$ cat src/rtl/alu_mux_pipe.sv
// Purpose: N:1 ALU operand selector, registered behind a valid/ready handshake with a 2-entry skid.
// Latency: 1 cycle from accept to dout when the main register is free or draining.
// Backpressure: in_ready is registered (!skid_valid); one extra beat parks in the skid while dout stalls.
// Optional feature macro: MUX_SEL_ERR_EN (out-of-range sel flags sel_err and zeroes dout).
module alu_mux_pipe #(
    parameter  int WIDTH  = 32,
    parameter  int NUM_IN = 4,
    localparam int SEL_W  = $clog2(NUM_IN)
) (
    input  logic                    clk,
    input  logic                    rst,
    input  logic [WIDTH*NUM_IN-1:0] din,
    input  logic [SEL_W-1:0]        sel,
    input  logic                    in_valid,
    output logic                    in_ready,
    output logic [WIDTH-1:0]        dout,
    output logic                    out_valid,
    input  logic                    out_ready,
    output logic                    sel_err
);

    // Main output register and single-entry skid register
    logic             main_vld_q, main_vld_d;
    logic [WIDTH-1:0] main_dat_q, main_dat_d;
    logic             main_err_q, main_err_d;
    logic             skid_vld_q, skid_vld_d;
    logic [WIDTH-1:0] skid_dat_q, skid_dat_d;
    logic             skid_err_q, skid_err_d;

    // Selected beat and its error flag, before registering
    logic [WIDTH-1:0] sel_dat;
    logic             sel_hit;
    logic             beat_err;

    logic             accept;
    logic             main_free;

    // Input selection; sel_hit is low only for sel >= NUM_IN (non-power-of-2 NUM_IN)
    always_comb begin
        sel_hit  = 1'b0;
        sel_dat  = '0;
        beat_err = 1'b0;
        for (int i = 0; i < NUM_IN; i++) begin
            if (sel == SEL_W'(i)) begin
                sel_hit = 1'b1;
                sel_dat = din[i*WIDTH +: WIDTH];
            end
        end
`ifdef MUX_SEL_ERR_EN
        // Out-of-range select: emit zero data and flag this beat only
        beat_err = !sel_hit;
`else
        // Out-of-range select falls back to input 0, no error reported
        if (!sel_hit) begin
            sel_dat = din[WIDTH-1:0];
        end
`endif
    end

    assign accept    = in_valid && !skid_vld_q;
    assign main_free = !main_vld_q || out_ready;

    // Next-state: skid has priority into main to keep order; new beats go to skid only on stall
    always_comb begin
        main_vld_d = main_vld_q;
        main_dat_d = main_dat_q;
        main_err_d = main_err_q;
        skid_vld_d = skid_vld_q;
        skid_dat_d = skid_dat_q;
        skid_err_d = skid_err_q;
        if (main_free) begin
            if (skid_vld_q) begin
                main_vld_d = 1'b1;
                main_dat_d = skid_dat_q;
                main_err_d = skid_err_q;
                skid_vld_d = 1'b0;
            end else if (accept) begin
                main_vld_d = 1'b1;
                main_dat_d = sel_dat;
                main_err_d = beat_err;
            end else begin
                main_vld_d = 1'b0;
            end
        end else if (accept) begin
            skid_vld_d = 1'b1;
            skid_dat_d = sel_dat;
            skid_err_d = beat_err;
        end
    end

    // State registers with synchronous reset discarding any held beats
    always_ff @(posedge clk) begin
        if (rst) begin
            main_vld_q <= 1'b0;
            main_dat_q <= '0;
            main_err_q <= 1'b0;
            skid_vld_q <= 1'b0;
            skid_dat_q <= '0;
            skid_err_q <= 1'b0;
        end else begin
            main_vld_q <= main_vld_d;
            main_dat_q <= main_dat_d;
            main_err_q <= main_err_d;
            skid_vld_q <= skid_vld_d;
            skid_dat_q <= skid_dat_d;
            skid_err_q <= skid_err_d;
        end
    end

    assign in_ready  = !skid_vld_q;
    assign out_valid = main_vld_q;
    assign dout      = main_dat_q;
    assign sel_err   = main_err_q;

endmodule

$ cat config.mk
export PLATFORM = sky130hd
export DESIGN_NAME = alu_mux_pipe
export DESIGN_NICKNAME = d
export VERILOG_FILES = /design/src/rtl/alu_mux_pipe.sv
export SDC_FILE = /design/constraint.sdc
export NUM_CORES = 1
export LEC_CHECK = 0
export ABC_AREA = 0
export BUFFER_PORTS_ARGS = -buffer_cell sky130_fd_sc_hd__buf_2
export CORE_ASPECT_RATIO = 2
export CORE_MARGIN = 4
export CORE_UTILIZATION = 42
export CTS_CLUSTER_DIAMETER = 120
export DETAILED_ROUTE_END_ITERATION = 8
export PLACE_DENSITY = 0.85
export SLEW_MARGIN = 5
export SYNTH_ARGS = -nofsm -noshare
export SYNTH_HDL_FRONTEND = slang
export SYNTH_SLANG_ARGS = --single-unit
$ cat constraint.sdc
create_clock -name clk -period 1.5 [get_ports clk]
set_clock_uncertainty 0.2 [all_clocks]
set_input_delay 0.075 -clock clk [delete_from_list [all_inputs] [get_ports clk]]
set_output_delay 0.075 -clock clk [all_outputs]
set_load 0.03 [all_outputs]
; ---- Word level (Yosys, flattened, before mapping)
; Index checks and enable logic that the tools add are counted.
[totals]
ff_bits = 67
inputBits = 134
output_inout_bits = 35
word_cells = 33
[op_classes]
n_eq_ne = 3
n_mux = 15
n_bitwise = 1
reduce_logical = 9
[op_table]
columns = op, count
row1 = $mux 32, 7
row2 = $mux 1, 8
row3 = $eq 2x2->1 const B, 2
row4 = $reduce_and 2->1, 2
row5 = $eq 2x1->1 const B, 1
row6 = $logic_not 1->1, 2
row7 = $logic_not 2->1, 1
row8 = $reduce_bool 2->1, 1
row9 = $reduce_or 2->1, 1
row10 = $logic_and 1x1->1, 1
row11 = $logic_or 1x1->1, 1
row12 = $not 1->1, 1

; ---- Logic depth before layout (Yosys ltp)
; Gate-level depths: netlist of the first run.
[depth]
depth_word = 8
ltp_mapped = 6
mapped_depth_nobuf = 3

; ---- Least setup slack after synthesis of the first run
; OpenSTA, ideal clock, no wires.
[synth_path]
kind = register to register
start = reg main_vld_q, in the netlist out_valid
end = reg skid_dat_q[0]
setup_ps = 59
arrival_ps = 1392
required_time_ps = 1241
setup_slack_ps = -151
stages_incl_launch_ff = 6
path_buffers = 2
synth_period_minus_slack_ps = 1651
path_cell_list = dfxtp_1 -> nand2b_1 -> buf_2 -> nor4b_4 -> buf_6 -> a22o_1
[synth_via]
elab_chain_cells = 4
[synth_rtl]
columns = element, line
row1 = start: declaration, 23  ; logic main_vld_q, main_vld_d;
row2 = start signal: assignment, 101  ; main_vld_q <= main_vld_d;
row3 = $logic_not 1->1, 61  ; assign main_free = !main_vld_q || out_ready;
row4 = $logic_or 1x1->1, 61
row5 = $not 1->1 (no source line), --
row6 = $reduce_and 2->1 (no source line), --
row7 = end signal: assignment, 105  ; skid_dat_q <= skid_dat_d;
row8 = end: declaration, 27  ; logic [WIDTH-1:0] skid_dat_q, skid_dat_d;
; Every way passes these cells.
; A chain may end at the register's enable or synchronous reset.

; ---- Final worst setup path of the first run
[layout_path]
start = in in_valid
end = reg main_dat_q[31], in the netlist dout[31]
[layout_via]
elab_chain_cells = 3
[layout_rtl]
columns = element, line
row1 = start: declaration, 14  ; input logic in_valid,
row2 = $logic_and 1x1->1, 60  ; assign accept = in_valid && !skid_vld_q;
row3 = $reduce_bool 2->1 (no source line), --
row4 = $reduce_and 2->1 (no source line), --
row5 = end signal: assignment, 102  ; main_dat_q <= main_dat_d;
row6 = end: declaration, 24  ; logic [WIDTH-1:0] main_dat_q, main_dat_d;
; Every way passes these cells.

==> key figures, run 1 <==
Status
  • Status: finished, final reports clean

Critical path
  • Worst R2R Start: out_valid
  • Crit Path Max Fanout: 25
  • Crit Path Class: in2reg
  • Required @ worst endpoint: 1.53 ns
  • Buffers and inverters on the worst path: 3
  • Worst-path cell chain: buf_2 > dlygate4sd3_1 > nor2_2 > a21oi_4 > buf_12 > a311oi_1
  • CP max stage delay: 0.58 ns
  • Crit path from: in_valid
  • CP endpoint kind: register
  • Worst path top cell family by delay: buffers and inverters
  • Worst Setup Start Kind: primary input
  • Slowest-stage cell, CP: dlygate4sd3_1
  • Arr. time, crit path: 1.50 ns

Global route
  • Vias in the first global route: 3593
  • First-pass GRT wire length: 16670 um
  • Antenna violations before repair: 0
  • Largest net degree at the start of global routing: 33
  • Global-route usage over all layers: between 20% and 30%
  • Global route overflow: 0

Clock network
  • CTS root buf: clkbuf_16
  • Clock Path Buffers: 2
  • CTS tree: built
  • CTS clk-pin slew, worst paths: 0.06 ns
  • Clock sink count: 66
  • Clock latency on the worst-skew pair: about 0.33 ns
  • Total CTS buffers: 9
  • H-tree level count: 3

Synth
  • Top post-synthesis cells by area: dfxtp_1 (38%), mux4_2 (21%), a311oi_2 (12%), a22o_1 (8.0%), nand2_1 (6.9%)
  • Seq cells post-synth: 66
  • Synth Cell Area: 0.003505 mm^2
  • Syn Inst Count: 305
  • Mux cell area share after synthesis: 20.56%
  • Yosys top cell by area: dfxtp_1
  • Syn avg cell area: around 11 um^2
  • XOR/XNOR Fraction of Synth Area: 0%
  • Simple-gate share of the synthesized area: under 10%
  • Compound-Gate Fraction of Synth Area: between 20% and 30%
  • Yosys cell types: 22
  • Largest family of logic cells by synthesized area: compound AO/OA/AOI/OAI gates
  • Adder-Cell Fraction of Synth Area: 0%
  • Post-synth top area share: 37.70%
  • Mapped Nets: 439
  • Post-synthesis sequential area ratio: 37.70%
  • Ys Warns: 0

Floorplan
  • Die height: 137.2 um
  • Num rows: 46
  • # IOs: 169
  • Die ar.: 0.009958 mm^2
  • Core area: 0.008058 mm^2
  • Die W: roughly 73 um
  • Initial cell density of the core: 43.49%

Power
  • LEAKAGE: 2.247 nW
  • P_sw: 1.447 mW
  • Sw Ratio: 26.92%
  • Cell Int Power: 3.927 mW
  • Pwr per Cell Area: 1043 mW/mm^2
  • Clock Power Share: 42.4%
  • Combinational Power Share: 21.8%
  • Seq pwr share: 35.8%
  • Worst vdd ir: 0.0006310 V

Final layout
  • Layout cells sized above 1: 55.58%
  • P&R area growth vs syn: 47.05%
  • Fill count: 620
  • Final core utilization: 63.96%
  • Design Area, Final: between 0.005 and 0.006 mm^2
  • Nets: 631

Detailed routing
  • Post-DR vias/cell: 5.713
  • Pre-antenna DRT Iters: 4
  • Total routed wirelength: roughly 11000 um
  • Drt wl/cell: around 19 um
  • 1st-iter DRT viols: 178
  • Routed Antenna Nets: 0
  • Post-route DRC: 0
  • Via Count: approximately 3400

Timing
  • Final Setup Violations: 0
  • Final hold violations: 0
  • Max Fclk: 0.6814 GHz
  • Slew Viols, Final: 0
  • Final cycle utilization of the critical path: 97.84%
  • Final min period: 1.468 ns

Placement
  • Detailed placement HPWL: slightly above 8000 um
  • Placed inst area: about 0.0045 mm^2
  • RePlAce Congestion: 0.8333
  • Port Buf Inserts: 167

Worst hold path
  • Hold Startpoint: din[68]
  • HP Class: in2reg

Run
  • Max Cap Viol: 0
## layout by cell type (no fill, tap or decap)
cell,instances
mux4_2,32
clkinv_2,2
buf_2,167
nor4b_4,1
a311oi_2,30
inv_6,2
bufinv_16,2
dfxtp_4,2
buf_4,15
inv_1,1
buf_12,7
diode_2,1
nor2_2,1
a311oi_1,2
inv_4,1
clkbuf_8,1
a21oi_4,1
dfxtp_1,64
nand2b_4,1
buf_6,2
nand2_1,64
dlygate4sd3_1,25
a21oi_1,33
nor3_1,1
or2_4,1
conb_1,1
a22o_1,32
a41oi_4,1
clkbuf_16,10
## power groups by stage
stage,Clock [mW],Sequential (mW),Combinational (mW)
finish,2.28,1.92,1.17
global route,2.38,1.93,1.25
CTS,2.30,1.92,1.16
detailed placement,0,1.96,1.09
global placement,0,1.96,1.06
floorplan,0,2.11,0.557
## per-stage QoR
stage	hold WS, ns	std cells	worst slack [ns]	TNS [ns]	power, mW
4_1_cts	-0.04476	595	-0.01887	-0.02754	5.386
3_3_place_gp	0.1691	552	-0.009216	-0.07942	3.017
6_report	0.001379	599	0.03240	0	5.374
2_1_floorplan	0.05970	305	-0.01558	-0.2665	2.663
3_5_place_dp	0.1963	552	-0.08440	-1.718	3.053
5_1_grt	0.002739	598	-0.008510	-0.008510	5.561
## cell families after synthesis
kind of cell,after synthesis
other cells,1
flops,66
compound gates,99
simple gates,69
mux,32
buf+inv,38
## area by class of cell
cell class / instances / area (um^2) / area share (%)
multi-input combinational: 201 / 1979 / 38.41
timing repair buffer: 217 / 1386 / 26.90
sequential: 66 / 1329 / 25.78
clock buffer: 10 / 239.0 / 4.637
tap: 96 / 120.1 / 2.331
clock inverter: 6 / 87.58 / 1.699
inverter: 2 / 10.01 / 0.1942
antenna: 1 / 2.502 / 0.04856
## repair_timing
| action | 4_1_cts | 5_1_grt |
|---|---|---|
| hold endpoints to repair | 12 | 2 |
| hold buffers | 24 | 1 |
| pin swaps | 0 | 1 |
| resized for setup | 4 | 6 |
| buffers inserted | 2 | 1 |
| gates cloned | 1 | 1 |
| endpoints found under the setup margin | 65 | 57 |
## synthesized netlist by cell type
library cell  instances
dfxtp_1              66
nor4b_4               1
nor3_1                1
buf_6                 4
a22o_1               32
inv_1                 1
or2_1                 1
mux4_2               32
a21oi_1              34
buf_1                 2
clkbuf_1              6
buf_12                3
a311oi_1              3
conb_1                1
nand2b_1              1
a311oi_2             29
inv_2                 1
buf_2                19
buf_4                 2
nor2_1                1
a41oi_1               1
nand2_1              64
## worst reg2reg max path, delay by kind of cell, from the launching register on
family / cells / cell delay (ns)
simple gates: 2 / 0.37
flops: 1 / 0.36
buf+inv: 2 / 0.35
compound gates: 1 / 0.13
## path summary, 6_finish.rpt
| check | end | slack (ns) | cells past startpoint |
|---|---|---|---|
| worst min register to register | skid_dat_q[30] | 0.28 | 1 |
| worst min-delay path | skid_dat_q[4] | 0.001 | 3 |
| worst max-delay path | dout[31] | 0.03 | 6 |
| worst max register to register | skid_dat_q[2] | 0.05 | 5 |
## state kept, by name, summed over array words and instances (netlist names)
name and flops:
skid_vld_q 1, dout 32, skid_dat_q 32, out_valid 1
## per-layer routing
layer / part of all wire [%] / global-route usage [%]
met1: 32 / 21.65
met2: 56 / 40.14
met3: 7.4 / 3.579
met4: 4.9 / 14.68
met5: 0 / 0
Power figures use the tool's default switching activity.
==> run 2, diff against run 1 <==
RECOVER_POWER = 25   (was default)
==> key figures, run 2 (synthesis gave the netlist of run 1 again) <==
Global route
  • First-pass GRT wire length: 16670 um
  • Global route overflow: 0
  • Antenna violations before repair: 0
  • Largest net degree at the start of global routing: 33
  • Vias in the first global route: 3593
  • Global-route usage over all layers: 21.85%

Critical path
  • Reg2reg path depth: 5
  • Worst Setup Start Kind: primary input
  • Crit Path Max Fanout: 25
  • Required @ worst endpoint: 1.52 ns
  • Arr. time, crit path: 1.50 ns
  • Crit Path Class: in2reg
  • CP endpoint kind: register

Power
  • LEAKAGE: 2.166 nW
  • Combinational Power Share: 21.6%
  • Sw Ratio: 26.90%
  • Cell Int Power: ~3.9 mW
  • Worst vdd ir: 0.0006222 V
  • Pwr per Cell Area: 1044 mW/mm^2
  • P_sw: 1.440 mW
  • Total power draw: between 5 and 6 mW
  • Clock Power Share: 42.4%
  • Seq pwr share: 36.0%

Placement
  • RePlAce Congestion: around 0.83
  • Detailed placement HPWL: 8083 um
  • Post-Place Worst Slack: -0.08440 ns
  • Port Buf Inserts: 167
  • Post-Place Cells: 552

Status
  • Status: finished, final reports clean

Timing
  • Max Fclk: 0.6790 GHz
  • Final min period: 1.473 ns
  • Setup TNS Final: 0 ns
  • Final cycle utilization of the critical path: 98.18%
  • Final Setup Violations: 0
  • Worst Slack Setup Final: 0.02734 ns
  • Final hold violations: 0
  • Slew Viols, Final: 0

Detailed routing
  • Routed Antenna Nets: 0
  • Post-DR vias/cell: 5.671
  • Total routed wirelength: 11230 um
  • Drt wl/cell: 18.75 um
  • Pre-antenna DRT Iters: 4
  • Post-route DRC: 0
  • 1st-iter DRT viols: approximately 170
  • Via Count: roughly 3400

Final layout
  • Commonest cells after routing, fill and taps aside: buf_2 (145), nand2_1 (64), dfxtp_1 (64)
  • P&R area growth vs syn: 46.27%
  • Multi-input gate area: 0.001979 mm^2
  • Fill count: 637
  • Commonest non-fill, non-tap cell in the layout: buf_2
  • Register Area: 0.001329 mm^2
  • Layout cells sized above 1: 51.20%
  • Post-route insts no fill: 599
  • Final core utilization: 63.62%
  • Nets: approximately 630

Clock network
  • Clock latency on the worst-skew pair: 0.33 ns
  • Total CTS buffers: 9
  • CTS clk-pin slew, worst paths: ~0.060 ns
  • H-tree level count: 3
  • CTS tree: built
  • Clock sink count: 66
  • Clock Path Buffers: 2
  • CTS root buf: clkbuf_16

Floorplan
  • # IOs: roughly 170
  • Core area: 0.008058 mm^2
  • Die ar.: 0.009958 mm^2
  • Die height: around 140 um
  • Initial cell density of the core: 43.49%
  • Die W: roughly 73 um
  • Num rows: 46

Worst hold path
  • HP Class: in2reg
  • Hold Path Cell Cnt: 3

Run
  • Max Cap Viol: 0
-- run 2: cell types whose count changed in the layout (fill, tap and decap cells not counted) --
cell      before  now
buf_2        167  145
clkbuf_1       0   22
-- run 2: area by class of cell --
type,instances,share of cell area [%]
flip-flops and latches,66,25.92
clock buffers,10,4.662
inverters,2,0.1953
diodes,1,0.04882
multi-input cells,201,38.61
repair buffers,217,26.51
well taps,96,2.343
clock inverters,6,1.709
-- run 2: worst paths after layout --
path	start	endpoint	slack (ns)
min	din[68]	skid_dat_q[4]	0.004
max reg2reg	out_valid	skid_dat_q[9]	0.05
min reg2reg	skid_dat_q[4]	skid_dat_q[4]	0.28
max	in_valid	dout[31]	0.03
-- run 2: power groups by stage --
stage	combinational, mW	clock [mW]	sequential, mW
6_report	1.15	2.27	1.93
5_1_grt	1.23	2.38	1.93
4_1_cts	1.16	2.30	1.92
3_5_place_dp	1.09	0	1.96
3_3_place_gp	1.06	0	1.96
2_1_floorplan	0.557	0	2.11
-- run 2: worst max-delay path, stage by stage --
cell and delay, ns:
buf_2 0.13, dlygate4sd3_1 0.58, nor2_2 0.19, a21oi_4 0.06
buf_12 0.18, a311oi_1 0.27
-- run 2: metrics by stage --
| step | area, um^2 | hold WS [ns] |
|---|---|---|
| after floorplan | 3510 | 0.05970 |
| after global placement | 4487 | 0.1691 |
| after detailed placement | 4487 | 0.1963 |
| after CTS | 5114 | -0.04476 |
| after global routing | 5124 | 0.002739 |
| final | 5126 | 0.004374 |
-- run 2: metal layers --
layer	vias up	global-route usage (%)	part of all wire [%]
met2	170	40.14	56
li1	1572	-	-
met5	-	0	0
met1	1622	21.65	33
met3	33	3.579	6.7
met4	0	14.68	4.8
-- run 2: timing repair --
item,CTS,global route
endpoints found under the setup margin,65,57
pin swaps,0,1
gates resized for setup,4,6
setup buffers,2,1
gates cloned,1,1
hold buffers,24,1
endpoints found under the hold margin,12,2
==> run 3, diff against run 2 <==
ABC_AREA = 1   (was 0)
==> key figures, run 3 <==
Status
  • Status: finished, violations left
  • Violated checks: negative setup slack

Global route
  • Global route overflow: 0
  • Vias in the first global route: 5515
  • First-pass GRT wire length: 25740 um
  • Global-route usage over all layers: 33.38%
  • Antenna violations before repair: 1
  • Largest net degree at the start of global routing: between 60 and 70

Clock network
  • Clock Path Buffers: 2
  • CTS root buf: clkbuf_16
  • CTS clk-pin slew, worst paths: 0.05 ns
  • CTS tree: built
  • Clock sink count: 66
  • Clock latency on the worst-skew pair: about 0.33 ns
  • Total CTS buffers: 9
  • H-tree level count: 3

Power
  • Pwr per Cell Area: 939.1 mW/mm^2
  • Total power draw: 5.627 mW
  • LEAKAGE: roughly 2.8 nW
  • Worst vdd ir: 0.0008526 V

Synth
  • Seq cells post-synth: 66
  • Mapped Nets: 645
  • Post-synthesis sequential area ratio: 37.94%
  • Post-synth EDFFs: 0
  • Syn Inst Count: 511
  • Ys Warns: 0
  • Synth Cell Area: between 0.003 and 0.004 mm^2
  • Top_reg_cell synth: dfxtp_1
  • Top post-synthesis cells by area: dfxtp_1 (38%), a21oi_1 (14%), nand3_1 (14%), o21ai_0 (14%), nand2_1 (7.2%)
  • Yosys cell types: 21
  • Post-synth top area share: 37.94%
  • Async set-or-reset flop fraction in the synthesized netlist: 0%
  • Synth cell count leaders: a21oi_1 (97), nand3_1 (96), o21ai_0 (95), nand2_1 (67), dfxtp_1 (66)
  • Most frequent cell after synthesis: a21oi_1
  • Syn avg cell area: 6.814 um^2
  • Yosys top cell by area: dfxtp_1

Run
  • Max Cap Viol: 0

Floorplan
  • # IOs: approximately 170
  • Die W: 72.39 um
  • Initial cell density of the core: 43.53%
  • Die height: 136.8 um
  • Die ar.: 0.009900 mm^2
  • Num rows: between 40 and 50
  • Core area: between 0.008 and 0.009 mm^2

Final layout
  • Fill count: 559
  • Commonest cells after routing, fill and taps aside: buf_2 (152), dlygate4sd3_1 (111), a21oi_1 (97)
  • P&R area growth vs syn: 72.08%
  • Commonest non-fill, non-tap cell in the layout: buf_2
  • Nets: slightly above 900
  • Layout cells sized above 1: a little under a third

Critical path
  • Worst-path cell chain: dlygate4sd3_1 > buf_4 > o21ai_2 > inv_1 > buf_4 > o21ai_0 > a21oi_1
  • Worst path top cell family by delay: buffers and inverters
  • Worst Setup Start Kind: primary input
  • Crit Path Max Fanout: 15
  • Arr. time, crit path: 1.52 ns
  • Buffers and inverters on the worst path: 4
  • Required @ worst endpoint: 1.51 ns
  • Crit Path Class: in2reg
  • Slowest-stage cell, CP: dlygate4sd3_1
  • Top cell by count, worst path: buf_4
  • CP endpoint kind: register
  • Critical Path Stages: 7
  • CP max stage delay: 0.54 ns
  • Reg2reg path depth: 6

Detailed routing
  • Pre-antenna DRT Iters: 6
  • 1st-iter DRT viols: 573
  • Post-route DRC: 0
  • Via Count: 5371
  • Total routed wirelength: 17400 um
  • Routed Antenna Nets: 0
  • Post-DR vias/cell: 6.083
  • Drt wl/cell: 19.70 um

Worst hold path
  • HP Class: in2reg
  • Hold Path Cell Cnt: 5

Timing
  • Worst Slack Setup Final: -0.01412 ns
  • RSZ-0062 raised after global routing: true
  • Final hold violations: 0
  • Max Fclk: 0.6604 GHz
  • Final cycle utilization of the critical path: 100.9%
  • Final Setup Violations: 1
  • Slew Viols, Final: 0
  • Final min period: about 1.5 ns
  • Setup TNS Final: -0.01412 ns

Placement
  • RePlAce Congestion: 0.9330
  • Detailed placement HPWL: 9152 um
  • Port Buf Inserts: 167
run 3: final cells by class:
class / count / area (um^2) / area share [%]
Timing Repair Buffer: 304 / 2245 / 37.46
Multi-Input combinational cell: 394 / 1944 / 32.45
Sequential cell: 66 / 1326 / 22.13
Clock buffer: 10 / 239.0 / 3.988
Tap cell: 96 / 120.1 / 2.005
Clock inverter: 6 / 90.09 / 1.503
Inverter: 6 / 25.02 / 0.4176
Antenna cell: 1 / 2.502 / 0.04176
run 3: final timing paths:
path / slack, ns / endpoint / start
setup / recovery: -0.01 / dout[27] / in_valid
hold / removal: 0.008 / skid_dat_q[10] / din[42]
setup reg to reg: 0.01 / skid_dat_q[8] / skid_vld_q
hold reg to reg: 0.32 / skid_dat_q[9] / skid_dat_q[9]
run 3: worst min-delay path, stage by stage:
cell and delay, ns:
buf_2 0.08, o21ai_0 0.07, nand3_1 0.11, nand2_1 0.06, a21oi_1 0.11
run 3: what timing repair did:
item	CTS	global route
hold buffers	111	0
setup buffers	0	1
endpoints found under the setup margin	1	34
endpoints found under the hold margin	66	0
gates cloned	0	4
resized for setup	3	36
run 3: through the flow:
stage	instance area [um^2]	std cells	setup slack (ns)	util [%]	hold WS, ns
finish	5992	883	-0.01412	74.90	0.008366
global route	5992	883	-0.03808	74.90	0.04296
CTS	5883	877	0.002208	73.54	0.001094
detailed placement	4434	750	0.09637	55.43	0.07183
global placement	4434	750	0.1338	55.43	0.06496
floorplan	3486	511	0.05031	-	-0.06335
run 3: kinds of logic after synthesis:
kind of cell,Yosys count,share of synthesized area [%]
other cells,1,0.1077
compound gates,194,27.99
simple gates,199,27.52
flops,66,37.94
buf+inv,51,6.431
run 3: metal layers:
layer	wire length (um)	track usage, %
met3	1639	8.309
met4	1278	25.77
met1	5482	33.56
met5	0	0
met2	8998	57.31
run 3: where the power goes:
group	switching (mW)	total, mW	internal (mW)
Clock	0.806	2.31	1.50
Combinational	0.771	1.38	0.605
Sequential	0.0721	1.94	1.87
Total	1.65	5.63	3.98
